## config.mk

```make
export PLATFORM = sky130hd
export DESIGN_NAME = spike_delay_line
export DESIGN_NICKNAME = d
export VERILOG_FILES = /design/src/rtl/spike_delay_pkg.sv /design/src/rtl/spike_delay_line_channel.sv /design/src/rtl/spike_delay_line.sv
export SDC_FILE = /design/constraint.sdc
export NUM_CORES = 1
export LEC_CHECK = 0
export CELL_PAD_IN_SITES_DETAIL_PLACEMENT = 1
export CELL_PAD_IN_SITES_GLOBAL_PLACEMENT = 1
export CORE_UTILIZATION = 46
export CTS_CLUSTER_DIAMETER = 30
export DETAILED_ROUTE_END_ITERATION = 6
export DONT_BUFFER_PORTS = 1
export PLACE_DENSITY_LB_ADDON = 0.1
export SLEW_MARGIN = 20
export SYNTH_ARGS = -nofsm -noshare
export SYNTH_HDL_FRONTEND = slang
export SYNTH_SLANG_ARGS = --single-unit
```

## constraint.sdc

```tcl
create_clock -name clk -period 4.3 [get_ports clk]
set_input_delay 0.43 -clock clk [delete_from_list [all_inputs] [get_ports clk]]
set_output_delay 0.43 -clock clk [all_outputs]
set_load 0.005 [all_outputs]
```

## src/rtl/spike_delay_pkg.sv

```systemverilog
// Shared widths, delay type and helper functions for the spike delay line.
package spike_delay_pkg;

  localparam int unsigned MAX_DELAY_DEF = 16;
  localparam int unsigned DLY_W         = $clog2(MAX_DELAY_DEF + 1);

  typedef logic [DLY_W-1:0] delay_t;

  // Width of a delay field able to hold 0..max_delay.
  function automatic int unsigned dly_w(input int unsigned max_delay);
    return (max_delay < 1) ? 1 : $clog2(max_delay + 1);
  endfunction

  // Width of a channel index; a single channel still gets one bit.
  function automatic int unsigned ch_w(input int unsigned n_ch);
    return (n_ch > 1) ? $clog2(n_ch) : 1;
  endfunction

  function automatic int unsigned clamp_delay(input int unsigned d, input int unsigned max_delay);
    return (d > max_delay) ? max_delay : d;
  endfunction

  function automatic int unsigned popcount(input logic [63:0] v);
    int unsigned n;
    n = 0;
    for (int i = 0; i < 64; i++) n += 32'(v[i]);
    return n;
  endfunction

endpackage

```

## src/rtl/spike_delay_line_channel.sv

```systemverilog
// One spike channel: history shift register, programmable tap, clear/load.
module spike_delay_channel #(
  parameter int unsigned          MAX_DELAY = 16,
  parameter int unsigned          DELAY_W   = 5,
  parameter logic [DELAY_W-1:0]   RST_DELAY = DELAY_W'(1)
) (
  input  logic               clk,
  input  logic               rst_n,
  input  logic               spike_i,
  input  logic               flush_i,
  input  logic               load_i,
  input  logic [DELAY_W-1:0] delay_i,
  output logic               tap_o,
  output logic [DELAY_W-1:0] delay_o
);

  logic [MAX_DELAY-1:0] hist_q, hist_d;
  logic [DELAY_W-1:0]   delay_q, delay_d;
  logic                 tap_q, tap_d;

  // The tap is taken from the next history value so the output flop
  // lines up with the history flop holding the spike.
  always_comb begin
    delay_d = delay_q;
    hist_d  = MAX_DELAY'({hist_q, spike_i});
    tap_d   = 1'b0;
    if (load_i) begin
      delay_d = delay_i;
      hist_d  = MAX_DELAY'(spike_i);
    end
    if (flush_i || (delay_d == '0)) hist_d = '0;
    for (int i = 0; i < int'(MAX_DELAY); i++) begin
      if (delay_d == DELAY_W'(i + 1)) tap_d = hist_d[i];
    end
  end

  always_ff @(posedge clk or negedge rst_n) begin
    if (!rst_n) begin
      hist_q  <= '0;
      delay_q <= RST_DELAY;
      tap_q   <= 1'b0;
    end else begin
      hist_q  <= hist_d;
      delay_q <= delay_d;
      tap_q   <= tap_d;
    end
  end

  assign tap_o   = tap_q;
  assign delay_o = delay_q;

endmodule

```

## src/rtl/spike_delay_line.sv

```systemverilog
// Multi-channel programmable spike delay line with saturating spike counter.
// Optional SPIKE_CLK_GATE_EN turns spike_out into clk-high-phase pulses.
module spike_delay_line
  import spike_delay_pkg::*;
#(
  parameter int unsigned N_CH          = 4,
  parameter int unsigned MAX_DELAY     = 16,
  parameter int unsigned DEFAULT_DELAY = 1,
  parameter int unsigned CNT_W         = 16
) (
  input  logic                               clk,
  input  logic                               rst,
  input  logic [N_CH-1:0]                    spike_in,
  input  logic                               flush,
  input  logic                               cfg_we,
  input  logic [ch_w(N_CH)-1:0]              cfg_ch,
  input  logic [dly_w(MAX_DELAY)-1:0]        cfg_delay,
  output logic [N_CH-1:0]                    spike_out,
  output logic [N_CH*dly_w(MAX_DELAY)-1:0]   delay_rd,
  output logic [CNT_W-1:0]                   spike_cnt
);

  localparam int unsigned DELAY_W = dly_w(MAX_DELAY);
  localparam int unsigned SUM_W   = CNT_W + 1;
  localparam logic [DELAY_W-1:0] RST_DELAY =
    DELAY_W'(clamp_delay(DEFAULT_DELAY, MAX_DELAY));

  logic                 cfg_hit_c;
  logic [DELAY_W-1:0]   cfg_delay_c;
  logic [N_CH-1:0]      tap;
  logic [SUM_W-1:0]     sum_c;
  logic [CNT_W-1:0]     cnt_q, cnt_d;

  // Config decode: out-of-range channels are ignored, oversize delays clamp.
  always_comb begin
    cfg_hit_c   = cfg_we && (32'(cfg_ch) < N_CH);
    cfg_delay_c = DELAY_W'(clamp_delay(32'(cfg_delay), MAX_DELAY));
  end

  for (genvar c = 0; c < int'(N_CH); c++) begin : g_ch
    spike_delay_channel #(
      .MAX_DELAY (MAX_DELAY),
      .DELAY_W   (DELAY_W),
      .RST_DELAY (RST_DELAY)
    ) u_ch (
      .clk     (clk),
      .rst_n   (rst),
      .spike_i (spike_in[c]),
      .flush_i (flush),
      .load_i  (cfg_hit_c && (32'(cfg_ch) == c)),
      .delay_i (cfg_delay_c),
      .tap_o   (tap[c]),
      .delay_o (delay_rd[c*DELAY_W +: DELAY_W])
    );
  end

  // Counts the ungated registered taps; one extra bit detects overflow.
  always_comb begin
    sum_c = SUM_W'(cnt_q) + SUM_W'(popcount(64'(tap)));
    cnt_d = sum_c[SUM_W-1] ? '1 : sum_c[CNT_W-1:0];
  end

  always_ff @(posedge clk or negedge rst) begin
    if (!rst) cnt_q <= '0;
    else      cnt_q <= cnt_d;
  end

  assign spike_cnt = cnt_q;

`ifdef SPIKE_CLK_GATE_EN
  assign spike_out = tap & {N_CH{clk}};
`else
  assign spike_out = tap;
`endif

endmodule
```

**Word level (Yosys, flattened, before mapping)**

Index checks and enable logic that the tools add are counted.

- Equality and inequality tests: 67
- Reduce and logical (&&, ||, !) cells: 13
- Mux-type cells: 78
- $lt $le $gt $ge: 1
- Add/sub/neg operators: 4

Operators by type and width:

| cell | number |
|---|---|
| $eq A5 B4 Y1 const B | 32 |
| $mux W16 | 9 |
| $eq A5 B3 Y1 const B | 16 |
| $mux W1 | 64 |
| $eq A5 B2 Y1 const B | 8 |
| $mux W5 | 5 |
| $eq A5 B1 Y1 const B | 4 |
| $eq A5 B5 Y1 const B | 4 |
| $logic_not A5 Y1 | 4 |
| $add A16 B4 Y17 | 1 |
| $gt A5 B5 Y1 const B | 1 |
| $add A3 B1 Y4 | 1 |
| $eq A2 B2 Y1 const B | 2 |
| $logic_and A1 B1 Y1 | 4 |
| $logic_or A1 B1 Y1 | 4 |
| $add A2 B1 Y3 | 1 |
| $add A1 B1 Y2 | 1 |
| $eq A2 B1 Y1 const B | 1 |
| $logic_not A2 Y1 | 1 |

- Input bits: 15
- Flip-flop bits (word level): 100
- Logic and storage cells: 176
- Output and inout bits: 40

**Logic depth before layout (Yosys ltp)**

- Word-level depth: 22
- Depth in mapped cells: 12
- Depth with buffers taken out: 11

**By module**

Synthesis repeated with hierarchy kept, for this count alone.

- Cell total of the unflattened synthesis: 562
- Area, all modules: 5467.7 µm²

By module, submodules not included:

| module | sequential area each (µm²) | area an instance (µm²) | instances | cells an instance |
|---|---|---|---|---|
| spike_delay_channel | 526.8 | 1136.1 | 4 | 117 |
| spike_delay_line | 400.4 | 923.4 | 1 | 94 |

**Worst setup path after synthesis**

No wires, ideal clock.

- Path type: register -> register
- Start: register cnt_q[0] (netlist: spike_cnt[0])
- End: register cnt_q[10] (netlist: spike_cnt[10])
- Clock period less this slack: 3.047 ns
- Data arrival time: 2.980 ns
- Library setup time: 0.068 ns
- Stages on the path, launching flop included: 13
- Path buffers: 1
- Data required time: 4.232 ns
- Slack: 1.253 ns
- Cell sequence: dfrtp_1 -> fa_1 -> fa_1 -> inv_1 -> fa_1 -> and3b_1 -> and3_1 -> nand3_1 -> nor2_1 -> nand3_1 -> or2_2 -> clkbuf_1 -> nand2_1

- Longest elaborated chain between the ends: 2

RTL lines:

| element | RTL line | RTL |
|---|---|---|
| start, declared | spike_delay_line.sv:32 | `logic [CNT_W-1:0] cnt_q, cnt_d;` |
| start signal, assigned | spike_delay_line.sv:65 | `else cnt_q <= cnt_d;` |
| $add A16 B4 Y17 | spike_delay_line.sv:59 | `sum_c = SUM_W'(cnt_q) + SUM_W'(popcount(64'(tap)));` |
| $mux W16 | spike_delay_line.sv:60 | `cnt_d = sum_c[SUM_W-1] ? '1 : sum_c[CNT_W-1:0];` |
| net cnt_d[10] | spike_delay_line.sv:32 |  |

The timed path passes the listed nets, and every way through them passes these cells.

**Final worst setup path**

- Start: register cnt_q[0] (netlist: spike_cnt[0])
- End: register cnt_q[0] (netlist: spike_cnt[0])

The elaborated chain is that of the path after synthesis.

==> flow_metrics.py <==
metrics = {
    "yosys": {
        "synthFlopType": "dfrtp_1",
        "synth_top_family_by_area": "simple AND/OR/NAND/NOR gates",
        "synth.mux.area_fraction_pct": 5.12,
        "postSynth.asyncResetShare_pct": 100,
        "synth_compound_gate_area_share_pct": 16.5,
        "summed_instance_area_of_the_synthesized_netlist_sq_mm": 0.00537,
        "post_synth_xor_area_fraction_pct": 1.96,
        "yosys.area_share.adder_pct": 1.35,
        "count_of_cell_types_in_the_netlist": 86,
        "yosys.area_share.simple_pct": 23.8,
        "synth_seq_area_share_pct": 46.7,
        "post_synthesis_cells": 539,
        "ys_seq_elements": 100,
        "syn_avg_cell_area_sq_um": 9.97,
        "synth_edf_count": 0,
        "synthesis.yosys.warnings": 0,
        "synth.net_count": 558,
    },
    "global_route": {
        "first_global_vias": 4098,
        "largest_net_degree_at_the_start_of_global_routing": 101,
        "number_of_antenna_violations_at_the_first_check_in_global_routing": 0,
        "leftover_overflow_at_the_end_of_global_routing": 0,
        "grt_pass1_wl_mm": 21.3,
        "track_usage_pct": 23.4,
    },
    "layout": {
        "utilization_pct": 49.8,
        "fraction_of_final_layout_cells_sized_beyond_drive_strength_1_pct": 10.0,
        "layout_common_cells": "dfrtp_1, and2_1, nand2_1",
        "final_cell_count_no_fill": 672,
        "final_net_count": 543,
        "antennaDiodeCount": 0,
        "mostFrequentLayoutCell": "dfrtp_1",
        "layout-area-overhead-vs-synth_pct": 5.84,
    },
    "clock_tree": {
        "ctsHtreeMaxLevel": 3,
        "tritoncts_num_sinks": 100,
        "insertion_delay_ns": 0.36,
        "tritoncts": "yes",
        "max-clock-path-buffers": 2,
        "cts_root_cell": "clkbuf_16",
        "tritoncts.num_buffers": 9,
        "post-cts-setup-buffers": 0,
        "worst_setup_hold_path_clk_slew_ns": 0.07,
    },
    "sta": {
        "timing.final.crit_period_ns": 3.21,
        "timing_hold_violations_final": 23,
        "tns_ns": 0,
        "finalHoldWorstSlack_ns": -0.0486,
        "slew_headroom_pct": 37.6,
        "setup_slack_ns": 1.09,
        "rsz0062_at_grt": "no",
        "final-max-slew-violation-count": 0,
        "clock_skew_ns": 0.00765,
        "layout_worst_path_cycle_share_pct": 74.6,
        "setup_viol": 0,
        "max_freq_mhz": 312,
        "max_slew.worst_pin.slew_ns": 0.935,
    },
    "drt": {
        "vias_per_cell": 5.86,
        "drtIter0Drc": 241,
        "wl_mm": 13.4,
        "drt.antenna.violating_nets": 0,
        "num_vias": 3940,
        "drt_first_pass_iters": 5,
        "drc_markers": 0,
        "route.detailed.wl_per_inst_um": 19.9,
    },
    "critical_path": {
        "cp_max_fo": 13,
        "timing.critical_path.from_type": "flip-flop",
        "crit_path_end_kind": "flip-flop",
        "path_class": "flip-flop to flip-flop",
        "rr_endpoint": "spike_cnt[0]",
        "worst-r2r-setup-slack_ns": 1.09,
        "critical_path.reg2reg.startpoint": "spike_cnt[0]",
        "critPathArrivalTime_ns": 3.50,
        "worstPathRequired_ns": 4.59,
        "reg2regPathDepth": 11,
    },
    "power_and_ir_drop": {
        "proportion_of_power_drawn_by_the_clock_network_pct": 32.7,
        "power.share.combinational_pct": 19.3,
        "seq_power_share_pct": 48.0,
        "p_switching_uw": 737,
        "power_switching_share_pct": 31.6,
        "vdd_drop_max_v": 0.000313,
        "power.total_uw": 2330,
        "powerDensity_mw_per_mm2": 410,
        "power_leakage_uw": 0.00252,
        "p_int_uw": 1600,
    },
    "status": {
        "status": "complete, but fails checks",
        "failed_checks": "hold timing",
    },
    "die": {
        "chipWidth_um": 110,
        "area_of_the_core_sq_mm": 0.0114,
        "rows": 39,
        "top_level_ports": 55,
        "fp.dieArea_sq_mm": 0.0121,
        "initial_core_util_pct": 47.1,
        "die-height_um": 110,
    },
    "placement": {
        "dpl_worst_slack_ns": 1.09,
        "hpwl_reported_at_the_end_of_detailed_placement_mm": 9.51,
        "globalplace.congestion": 0.789,
        "numPortBuffers": 0,
        "placed_cells_incl_taps": 655,
    },
    "run": {
        "drv.max_cap_violation_count": 0,
    },
    "worst_hold_path": {
        "worst_hold_path_type": "primary input to asynchronous set/reset pin",
    },
}
-- layer usage --
metal,share of wire (%),GRT usage (%),vias to the layer above,wire (um)
met3,5.0,5.88,14,664
met5,0,0,-,0
met1,47,30.7,1978,6240
met2,47,37.5,71,6270
met4,1.5,8.48,0,201
li1,-,-,1877,-
-- sequential cells by signal, indices dropped and copies added (netlist names) --
signal             flops
g_ch.u_ch.tap_o        4
g_ch.u_ch.hist_q      60
g_ch.u_ch.delay_o     20
spike_cnt             16
-- stage by stage --
step	hold slack [ns]	instance area (sq um)
final	-0.0486	5690
after global routing	0.0266	5690
after floorplan	0.134	5370
after detailed placement	0.136	5390
after global placement	0.136	5390
after CTS	0.0206	5690
-- power groups by stage --
stage               Combinational, uW  Sequential (uW)  Clock (uW)
global route                      505             1140         814
floorplan                         361             1100           0
finish                            450             1120         764
CTS                               455             1120         782
detailed placement                428             1140           0
global placement                  414             1140           0
-- worst max-delay path, stage by stage (launching register included) --
cell and delay [ns]:
dfrtp_1 0.41, fa_1 0.58, fa_1 0.20, inv_1 0.06
fa_1 0.39, and3b_1 0.26, and3_1 0.21, nand3_1 0.11
nor2_1 0.22, nand3_1 0.16, or2_2 0.45, nand2b_1 0.12
-- cell families after synthesis --
family / after synthesis
flip-flops: 100
XOR/XNOR: 12
AND/OR/NAND/NOR: 232
AO/OA/AOI/OAI: 120
multiplexers: 23
adder cells (fa/ha/maj): 4
buffers and inverters: 48
-- synthesized netlist by cell type, drive strengths merged, types with 14 or more instances --
library cell | n | area, sq um
dfrtp | 96 | 2400
inv | 21 | 83.8
nand2 | 53 | 199
clkbuf | 14 | 52.6
and2 | 56 | 353
a21oi | 25 | 148
o21ai | 22 | 110
nor3 | 15 | 91.3
a31oi | 14 | 87.6
nor2 | 36 | 135
mux2i | 16 | 193
-- layout make-up --
type	count	area [sq um]
clock buffer	12	246
clock inverter	4	25.0
fill	1284	5730
inverter	21	83.8
multi-input combinational	391	2620
sequential	100	2510
tap	143	179
timing repair buffer	1	27.5
-- worst max path at each step --
stage | endpoint | slack [ns] | from | cells after the start
finish | spike_cnt[0] | 1.09 | spike_cnt[0] | 11
global route | spike_cnt[0] | 0.86 | spike_cnt[0] | 11
CTS | spike_cnt[0] | 1.08 | spike_cnt[0] | 11
detailed placement | spike_cnt[0] | 1.09 | spike_cnt[0] | 11
global placement | spike_cnt[0] | 1.20 | spike_cnt[0] | 11
floorplan | spike_cnt[10] | 1.25 | spike_cnt[0] | 12
-- timing repair --
item	CTS	global route
gates resized for setup	0	0
hold buffers	1	0
hold endpoints to repair	100	0
Note: power is estimated with default switching activity, not from simulation.
